## config.mk

```make
export PLATFORM = sky130hd
export DESIGN_NAME = avmm_cfg_responder
export DESIGN_NICKNAME = d
export VERILOG_FILES = /design/src/rtl/avmm_cfg_pkg.sv /design/src/rtl/avmm_cfg_regbank.sv /design/src/rtl/avmm_cfg_responder.sv
export SDC_FILE = /design/constraint.sdc
export NUM_CORES = 1
export LEC_CHECK = 0
export ABC_CLOCK_PERIOD_IN_PS = 23700
export BUFFER_PORTS_ARGS = -buffer_cell sky130_fd_sc_hd__buf_4
export CAP_MARGIN = 40
export CORE_UTILIZATION = 59
export DETAILED_ROUTE_END_ITERATION = 12
export GPL_TIMING_DRIVEN = 0
export PLACE_DENSITY = 0.85
export SYNTH_ARGS = -nofsm -noshare
export SYNTH_HDL_FRONTEND = slang
export SYNTH_SLANG_ARGS = --single-unit
```

## constraint.sdc

```tcl
create_clock -name i_cfg_avmm_clk -period 23.7 [get_ports i_cfg_avmm_clk]
set_clock_uncertainty 0.05 [all_clocks]
set_input_delay 0 -clock i_cfg_avmm_clk [delete_from_list [all_inputs] [get_ports i_cfg_avmm_clk]]
set_output_delay 0 -clock i_cfg_avmm_clk [all_outputs]
set_load 0.01 [all_outputs]
```

## src/rtl/avmm_cfg_pkg.sv

```systemverilog
// rtl/avmm_cfg_pkg.sv - shared types and address field positions for the AVMM config responder
package avmm_cfg_pkg;

  typedef enum logic [1:0] {
    IDLE = 2'd0,
    ACK  = 2'd1,
    RESP = 2'd2
  } state_t;

  // Byte address layout: [16:11] channel, [10:2] word, [1:0] ignored
  localparam int ADDR_W   = 17;
  localparam int CH_LSB   = 11;
  localparam int CH_W     = 6;
  localparam int WORD_LSB = 2;
  localparam int WORD_W   = 9;

  // Bit positions inside the read-only STATUS word
  localparam int STATUS_TX_BIT = 0;
  localparam int STATUS_RX_BIT = 1;

endpackage

```

## src/rtl/avmm_cfg_regbank.sv

```systemverilog
// rtl/avmm_cfg_regbank.sv - byte-enabled per-channel RW register array plus read mux
module avmm_cfg_regbank
  import avmm_cfg_pkg::*;
#(
  parameter int ACTIVE_CHNLS  = 2,
  parameter int REGS_PER_CHNL = 8,
  parameter int AVMM_WIDTH    = 32,
  parameter int BYTE_WIDTH    = 4
) (
  input  logic                                                clk,
  input  logic                                                rst,
  input  logic                                                wr_en,
  input  logic [CH_W-1:0]                                     wr_ch,
  input  logic [WORD_W-1:0]                                   wr_word,
  input  logic [BYTE_WIDTH-1:0]                               byte_en,
  input  logic [AVMM_WIDTH-1:0]                               wdata,
  input  logic [CH_W-1:0]                                     rd_ch,
  input  logic [WORD_W-1:0]                                   rd_word,
  input  logic [ACTIVE_CHNLS-1:0]                             tx_transfer_en,
  input  logic [ACTIVE_CHNLS-1:0]                             rx_align_done,
  output logic [AVMM_WIDTH-1:0]                               rd_data,
  output logic [ACTIVE_CHNLS*(REGS_PER_CHNL-1)*AVMM_WIDTH-1:0] cfg_regs
);

  localparam int RW_WORDS = REGS_PER_CHNL - 1;

  // Byte-enabled update of the addressed RW word; the STATUS word has no storage,
  // so a write aimed at it simply matches nothing here.
  always_ff @(posedge clk or posedge rst) begin
    if (rst) begin
      cfg_regs <= '0;
    end else if (wr_en) begin
      for (int c = 0; c < ACTIVE_CHNLS; c++) begin
        for (int w = 0; w < RW_WORDS; w++) begin
          if (wr_ch == CH_W'(c) && wr_word == WORD_W'(w)) begin
            for (int b = 0; b < BYTE_WIDTH; b++) begin
              if (byte_en[b]) begin
                cfg_regs[((c*RW_WORDS + w)*AVMM_WIDTH + b*8) +: 8] <= wdata[b*8 +: 8];
              end
            end
          end
        end
      end
    end
  end

  // Read mux: RW words from storage, last word built from the live status inputs
  always_comb begin
    rd_data = '0;
    for (int c = 0; c < ACTIVE_CHNLS; c++) begin
      if (rd_ch == CH_W'(c)) begin
        for (int w = 0; w < RW_WORDS; w++) begin
          if (rd_word == WORD_W'(w)) begin
            rd_data = cfg_regs[(c*RW_WORDS + w)*AVMM_WIDTH +: AVMM_WIDTH];
          end
        end
        if (rd_word == WORD_W'(RW_WORDS)) begin
          rd_data[STATUS_TX_BIT] = tx_transfer_en[c];
          rd_data[STATUS_RX_BIT] = rx_align_done[c];
        end
      end
    end
  end

endmodule

```

## src/rtl/avmm_cfg_responder.sv

```systemverilog
// rtl/avmm_cfg_responder.sv - Avalon-MM configuration target: command FSM, decode, read data return
module avmm_cfg_responder
  import avmm_cfg_pkg::*;
#(
  parameter int ACTIVE_CHNLS  = 2,
  parameter int REGS_PER_CHNL = 8,
  parameter int AVMM_WIDTH    = 32,
  parameter int BYTE_WIDTH    = 4
) (
  input  logic                                                i_cfg_avmm_clk,
  input  logic                                                i_cfg_avmm_rst,
  input  logic [ADDR_W-1:0]                                   i_cfg_avmm_addr,
  input  logic [BYTE_WIDTH-1:0]                               i_cfg_avmm_byte_en,
  input  logic                                                i_cfg_avmm_read,
  input  logic                                                i_cfg_avmm_write,
  input  logic [AVMM_WIDTH-1:0]                               i_cfg_avmm_wdata,
  output logic                                                o_cfg_avmm_waitreq,
  output logic                                                o_cfg_avmm_rdatavld,
  output logic [AVMM_WIDTH-1:0]                               o_cfg_avmm_rdata,
  input  logic [ACTIVE_CHNLS-1:0]                             i_tx_transfer_en,
  input  logic [ACTIVE_CHNLS-1:0]                             i_rx_align_done,
  output logic [ACTIVE_CHNLS*(REGS_PER_CHNL-1)*AVMM_WIDTH-1:0] o_cfg_regs,
  output logic                                                o_decode_err
);

  state_t                  state, state_nxt;
  logic [CH_W-1:0]         cmd_ch;
  logic [WORD_W-1:0]       cmd_word;
  logic [BYTE_WIDTH-1:0]   cmd_be;
  logic [AVMM_WIDTH-1:0]   cmd_wdata;
  logic                    cmd_read;
  logic                    cmd_write;
  logic                    cmd_hit;
  logic                    cmd_both;
  logic                    wr_en;
  logic [AVMM_WIDTH-1:0]   rd_data;

  // Sub-word byte offset carries no meaning for word registers
  logic unused_addr_lsbs;
  assign unused_addr_lsbs = &{1'b0, i_cfg_avmm_addr[WORD_LSB-1:0]};

  assign cmd_hit  = (cmd_ch < CH_W'(ACTIVE_CHNLS)) && (cmd_word < WORD_W'(REGS_PER_CHNL));
  assign cmd_both = cmd_read && cmd_write;
  assign wr_en    = (state == ACK) && cmd_write && cmd_hit;

  // State register
  always_ff @(posedge i_cfg_avmm_clk or posedge i_cfg_avmm_rst) begin
    if (i_cfg_avmm_rst) state <= IDLE;
    else                state <= state_nxt;
  end

  // Capture the command in IDLE; everything after uses only these copies
  always_ff @(posedge i_cfg_avmm_clk or posedge i_cfg_avmm_rst) begin
    if (i_cfg_avmm_rst) begin
      cmd_ch    <= '0;
      cmd_word  <= '0;
      cmd_be    <= '0;
      cmd_wdata <= '0;
      cmd_read  <= 1'b0;
      cmd_write <= 1'b0;
    end else if (state == IDLE && (i_cfg_avmm_read || i_cfg_avmm_write)) begin
      cmd_ch    <= i_cfg_avmm_addr[CH_LSB +: CH_W];
      cmd_word  <= i_cfg_avmm_addr[WORD_LSB +: WORD_W];
      cmd_be    <= i_cfg_avmm_byte_en;
      cmd_wdata <= i_cfg_avmm_wdata;
      cmd_read  <= i_cfg_avmm_read;
      cmd_write <= i_cfg_avmm_write;
    end
  end

  // Next-state: fixed IDLE -> ACK -> RESP walk once a request appears
  always_comb begin
    state_nxt = state;
    case (state)
      IDLE:    if (i_cfg_avmm_read || i_cfg_avmm_write) state_nxt = ACK;
      ACK:     state_nxt = RESP;
      RESP:    state_nxt = IDLE;
      default: state_nxt = IDLE;
    endcase
  end

  // Outputs: waitreq drops only in ACK; response flags are qualified by RESP
  always_comb begin
    o_cfg_avmm_waitreq  = 1'b1;
    o_cfg_avmm_rdatavld = 1'b0;
    o_decode_err        = 1'b0;
    case (state)
      ACK:  o_cfg_avmm_waitreq = 1'b0;
      RESP: begin
        o_cfg_avmm_rdatavld = cmd_read && !cmd_write;
        o_decode_err        = !cmd_hit || cmd_both;
      end
      default: ;
    endcase
  end

  // Read data register: loaded only by a pure read, zero on a decode miss
  always_ff @(posedge i_cfg_avmm_clk or posedge i_cfg_avmm_rst) begin
    if (i_cfg_avmm_rst) begin
      o_cfg_avmm_rdata <= '0;
    end else if (state == ACK && cmd_read && !cmd_write) begin
      o_cfg_avmm_rdata <= cmd_hit ? rd_data : '0;
    end
  end

  avmm_cfg_regbank #(
    .ACTIVE_CHNLS  (ACTIVE_CHNLS),
    .REGS_PER_CHNL (REGS_PER_CHNL),
    .AVMM_WIDTH    (AVMM_WIDTH),
    .BYTE_WIDTH    (BYTE_WIDTH)
  ) u_regbank (
    .clk            (i_cfg_avmm_clk),
    .rst            (i_cfg_avmm_rst),
    .wr_en          (wr_en),
    .wr_ch          (cmd_ch),
    .wr_word        (cmd_word),
    .byte_en        (cmd_be),
    .wdata          (cmd_wdata),
    .rd_ch          (cmd_ch),
    .rd_word        (cmd_word),
    .tx_transfer_en (i_tx_transfer_en),
    .rx_align_done  (i_rx_align_done),
    .rd_data        (rd_data),
    .cfg_regs       (o_cfg_regs)
  );

endmodule

```

After elaboration in Yosys (flattened, before gate mapping) --
Cells that the tools add are included.
Operators by class: $lt $le $gt $ge 2, equal/unequal tests 11, reductions and logical operators 85, muxes and demuxes 24
Operator list (number):
- $mux W32 | 17
- $reduce_and A3 Y1 | 56
- $eq A9 B3 Y1 const B | 4
- $logic_and A1 B1 Y1 | 22
- $eq A9 B2 Y1 const B | 2
- $eq A9 B1 Y1 const B | 1
- $logic_not A9 Y1 | 1
- $lt A9 B4 Y1 const B | 1
- $eq A6 B1 Y1 const B | 1
- $logic_not A6 Y1 | 1
- $lt A6 B2 Y1 const B | 1
- $mux W2 | 3
- $pmux W2 S2 | 1
- $mux W1 | 3
- $eq A2 B1 Y1 const B | 1
- $eq A2 B2 Y1 const B | 1
- $logic_not A1 Y1 | 2
- $logic_not A2 Y1 | 1
- $logic_or A1 B1 Y1 | 2
- $ne A2 B1 Y1 const B | 1
Storage, ports and cells: flip-flop bits (word level) 535, bits of input ports 61, word-level logic and storage cells 186

Longest topological paths before layout --
word-level depth 20, gate-level depth with buffers 10, gate-level depth less buffers 7

Modules after synthesis --
From an unflattened synthesis, not the netlist that was laid out.
Unflattened totals: cells, all modules 1879, area, all modules 24651.1 µm²
Modules (own cells, without submodules):
- avmm_cfg_regbank | cells an instance 1642, area each 21181.6 µm², times used 1
- avmm_cfg_responder | cells an instance 237, area each 3469.6 µm², times used 1

Worst setup path after synthesis --
OpenSTA, ideal clock, no wires.
path type register to register, start point register cmd_word[3], end point register u_regbank.cfg_regs[306], cell stages (with the launch flop) 9, period minus slack after synthesis 2.694 ns, path slack 21.006 ns, path buffers 2, data arrival time 2.519 ns, path through dfrtp_1 > or4_4 > nor4_4 > and3_1 > buf_6 > nand2_2 > buf_6 > nor2_8 > mux2_2
Between the ends: word-level cells in the longest chain between the ends 4, elaborated cells on any way between the ends 6, those cells by class order compare: 1; eq/ne: 1; reduce/logical: 4
Ends and longest elaborated chain:
- from (decl) | line avmm_cfg_responder.sv:28 | logic [WORD_W-1:0] cmd_word;
- from (signal assigned) | line avmm_cfg_responder.sv:63 | cmd_word <= i_cfg_avmm_addr[WORD_LSB +: WORD_W];
- $lt A9 B4 Y1 | line avmm_cfg_responder.sv:42 | assign cmd_hit = (cmd_ch < CH_W'(ACTIVE_CHNLS)) && (cmd_word < WORD_W'(REGS_PER_CHNL));
- $logic_and A1 B1 Y1 | line avmm_cfg_responder.sv:42
- $logic_and A1 B1 Y1 | line avmm_cfg_responder.sv:44 | assign wr_en = (state == ACK) && cmd_write && cmd_hit;
- $reduce_and A3 Y1 (no source line) *
- to (signal, indexed assignment) | line avmm_cfg_regbank.sv:38 | cfg_regs[((c*RW_WORDS + w)*AVMM_WIDTH + b*8) +: 8] <= wdata[b*8 +: 8];
- to (decl) | line avmm_cfg_regbank.sv:22 | output logic [ACTIVE_CHNLS*(REGS_PER_CHNL-1)*AVMM_WIDTH-1:0] cfg_regs
Every way passes the cells marked *; elsewhere a longest branch is shown, timed or not. A chain may end at the register's enable or synchronous reset.

Final worst setup path --
start point register cmd_word[0], end point register o_cfg_avmm_rdata[30]
Between the ends: word-level cells in the longest chain between the ends 18, elaborated cells on any way between the ends 26, those cells by class order compare: 1; eq/ne: 6; mux: 17; reduce/logical: 2
Ends and longest elaborated chain:
- $logic_not A9 Y1 | line avmm_cfg_regbank.sv:53 | if (rd_word == WORD_W'(w)) begin
- $mux W32 (7 in series) | line avmm_cfg_regbank.sv:53
- $mux W32 | line avmm_cfg_regbank.sv:51 | if (rd_ch == CH_W'(c)) begin
- $mux W32 (7 in series) | line avmm_cfg_regbank.sv:53
- $mux W32 | line avmm_cfg_regbank.sv:51
- $mux W32 * | line avmm_cfg_responder.sv:102 | o_cfg_avmm_rdata <= cmd_hit ? rd_data : '0;
- to (signal assigned) | line avmm_cfg_responder.sv:102
- to (decl) | line avmm_cfg_responder.sv:19 | output logic [AVMM_WIDTH-1:0] o_cfg_avmm_rdata,
Marks and branches as above.

==> impl_metrics.json <==
{
  "dr.pass1.iters": 7,
  "rsz0062_at_grt": "no",
  "crit_path_end_kind": "register",
  "fmax_ghz": 0.217,
  "die-area_mm2": 0.0437,
  "rrSetupSlack_ps": 19080,
  "clk_pin_slew_ps": 70,
  "h-tree-depth": 2,
  "post-cts-setup-buffer-count": 0,
  "synth_area_mm2": 0.0253,
  "clockRootBuffer": "clkbuf_16",
  "yosys_warnings": 0,
  "die_h_um": 209,
  "numPortBuffers": 541,
  "syn_nets": 2057,
  "grtUsageTotal": 0.534,
  "crit_start": "cmd_word[0]",
  "peakVddDrop_v": 0.0000606,
  "power_density_mw_per_mm2": 95.2,
  "ant_nets": 0,
  "start_util": 0.600,
  "drc": 0,
  "hold_violations": 0,
  "fin_area_mm2": 0.0335,
  "layout-drive-gt1-share": 0.471,
  "viasPerCell": 7.04,
  "area_growth_pct": 32.3,
  "status": "complete, no violations",
  "wirelength_mm": 117,
  "rows": 75,
  "numClockSinks": 535,
  "fin_setup_tns_ps": 0,
  "timing.rr.start": "cmd_word[0]",
  "ys_types": 72,
  "synth-seq-cells": 535,
  "cpMaxStageDelayCell": "clkbuf_1",
  "layout_common_cells": "543 x buf_4, 535 x dfrtp_1, 511 x mux2_2",
  "cts_resized": 0,
  "max_stage_delay_ps": 760,
  "grt_max_degree": 133,
  "clock_latency_ps": 650,
  "grt_pass1_wl_mm": 164,
  "layout_worst_path_cycle_share": 0.195,
  "worstPathCellList": "buf_2 > buf_2 > clkbuf_1 > buf_1 > clkbuf_1 > buf_8 > o21ai_0 > a32oi_1 > o21ai_0",
  "wl_per_cell_um": 35.5,
  "cp-endpoint": "o_cfg_avmm_rdata[30]",
  "holdCritPathClass": "input pin to register",
  "synth-edff-count": 0,
  "dp_slack_ps": 19490,
  "ys_seq_area_frac": 0.530,
  "cp.required_ps": 24170,
  "switching_share": 0.417,
  "clockBufferDepth": 3,
  "tightestPinTransition_ps": 1120,
  "fin_ws_ps": 19080,
  "power_uw": 3180,
  "rr_endpoint": "o_cfg_avmm_rdata[30]",
  "power_frac_clock": 0.291,
  "fin_crit_ps": 4620,
  "power_switching_uw": 1330,
  "p_int_uw": 1860,
  "core_mm2": 0.0421,
  "maxSlewViolCount": 0,
  "async_flop_share": 1.00,
  "final_common_cell": "buf_4",
  "cts_tree": "done",
  "seqPwrFrac": 0.324,
  "grt-ovfl-total": 0,
  "synthCells": 1996,
  "total_leakage_power_uw": 0.0170,
  "path_max_fanout": 10,
  "numCtsBuffers": 54,
  "n_fill_cell": 2572,
  "routabilityCongestion": 0.974,
  "startpoint_type": "register",
  "hpwl_mm": 83.3,
  "dpl.cell_count": 3139,
  "critical_path_arrival_ps": 5090,
  "drt_first_iter_violations": 4014,
  "setup_viol": 0,
  "die-width_um": 209,
  "p_comb_frac": 0.385,
  "ios": 544,
  "antenna_found_initial": 10,
  "cap_violations": 0,
  "num_vias": 23300,
  "path_class": "register to register",
  "syn_avg_cell_area_um2": 12.7,
  "ys.flop_type": "dfrtp_1",
  "dpl-instance-area_mm2": 0.0309,
  "slew_headroom": 0.256,
  "finalNetCount": 2779,
  "reg2reg_depth": 9,
  "first_global_vias": 22600,
  "final_cells": 3309
}
[per-layer routing]
layer,vias to the layer above,part of all wire,track usage
met5,-,0.0014,0.0167
met4,10,0.096,0.404
met3,759,0.16,0.241
met2,2341,0.41,0.744
met1,11400,0.33,0.646
li1,8756,-,-
[sequential cells by signal, summed over array words and instances (netlist names), 2 cells and up]
signal,flops
cmd_be,4
cmd_ch,6
cmd_wdata,32
cmd_word,9
o_cfg_avmm_rdata,32
state,2
u_regbank.cfg_regs,448
[worst min-delay path by stage]
stage	endpoint	cells past startpoint	start	slack (ps)
after floorplan	cmd_word[0]	2	i_cfg_avmm_addr[2]	70
after global placement	cmd_write	3	i_cfg_avmm_write	180
after detailed placement	u_regbank.cfg_regs[139]	2	i_cfg_avmm_rst	-110
after CTS	o_cfg_avmm_rdata[0]	6	i_tx_transfer_en[0]	60
after global routing	cmd_wdata[8]	3	i_cfg_avmm_wdata[8]	90
final	cmd_wdata[28]	3	i_cfg_avmm_wdata[28]	80
[power groups by stage]
stage	Clock [uW]	Combinational (uW)	Sequential [uW]
4_1_cts	912	1100	1030
3_3_place_gp	0	943	1040
5_1_grt	952	1190	1040
2_1_floorplan	0	499	1020
6_report	926	1230	1030
3_5_place_dp	0	1080	1040
[Yosys cell counts (6+ instances only)]
cell type | number | area (um^2)
nand2_1 | 91 | 342
nor2b_1 | 12 | 75.1
o221ai_1 | 11 | 96.3
clkbuf_1 | 105 | 394
a22oi_1 | 17 | 128
inv_1 | 24 | 90.1
mux2_1 | 8 | 90.1
buf_1 | 21 | 78.8
nor2_1 | 73 | 274
nand2b_1 | 12 | 75.1
nor2_4 | 21 | 236
a211oi_1 | 23 | 173
mux2i_1 | 71 | 711
nor2_8 | 20 | 400
a221oi_1 | 6 | 52.6
o22ai_1 | 29 | 181
nor3b_1 | 9 | 67.6
mux4_2 | 9 | 203
mux2_2 | 511 | 5750
nand4_1 | 7 | 43.8
nand3b_1 | 6 | 45.0
a21oi_1 | 88 | 440
nand3_1 | 24 | 120
nor3_1 | 11 | 55.1
o211ai_1 | 17 | 128
dfrtp_1 | 535 | 13400
a22o_1 | 20 | 175
o21ai_0 | 97 | 485
a31oi_1 | 22 | 138
buf_2 | 8 | 40.0
[worst max-delay path: cells and delay by family (launching register included)]
kind / cells / cell delay (ps)
buf+inv: 6 / 3350
compound gates: 3 / 590
flops: 1 / 470
[stage by stage]
| step | util | hold WS (ps) |
|---|---|---|
| 2_1_floorplan | - | 66.8 |
| 3_3_place_gp | 0.712 | 176 |
| 3_5_place_dp | 0.734 | -107 |
| 4_1_cts | 0.792 | 58.4 |
| 5_1_grt | 0.793 | 92.0 |
| 6_report | 0.794 | 79.3 |
[what timing repair did]
item	4_1_cts	5_1_grt
endpoints found under the hold margin	352	0
hold buffers	58	0
setup endpoints to repair	0	0
[final cells by class]
cell class | count | area [um^2] | area share
sequential | 535 | 13400 | 0.400
multi-input combinational | 1298 | 11200 | 0.336
timing repair buffer | 666 | 5560 | 0.166
clock buffer | 80 | 1640 | 0.0491
tap | 539 | 674 | 0.0202
buffer | 139 | 569 | 0.0170
clock inverter | 18 | 249 | 0.00744
inverter | 24 | 97.6 | 0.00292
antenna | 10 | 25.0 | 0.000748
[cells by family after synthesis]
| kind of cell | synth area share |
|---|---|
| AO/OA/AOI/OAI | 0.0924 |
| flip-flops | 0.530 |
| buffers and inverters | 0.0261 |
| AND/OR/NAND/NOR | 0.0846 |
| multiplexers | 0.267 |
No activity file was read; power rests on OpenSTA's default activity.
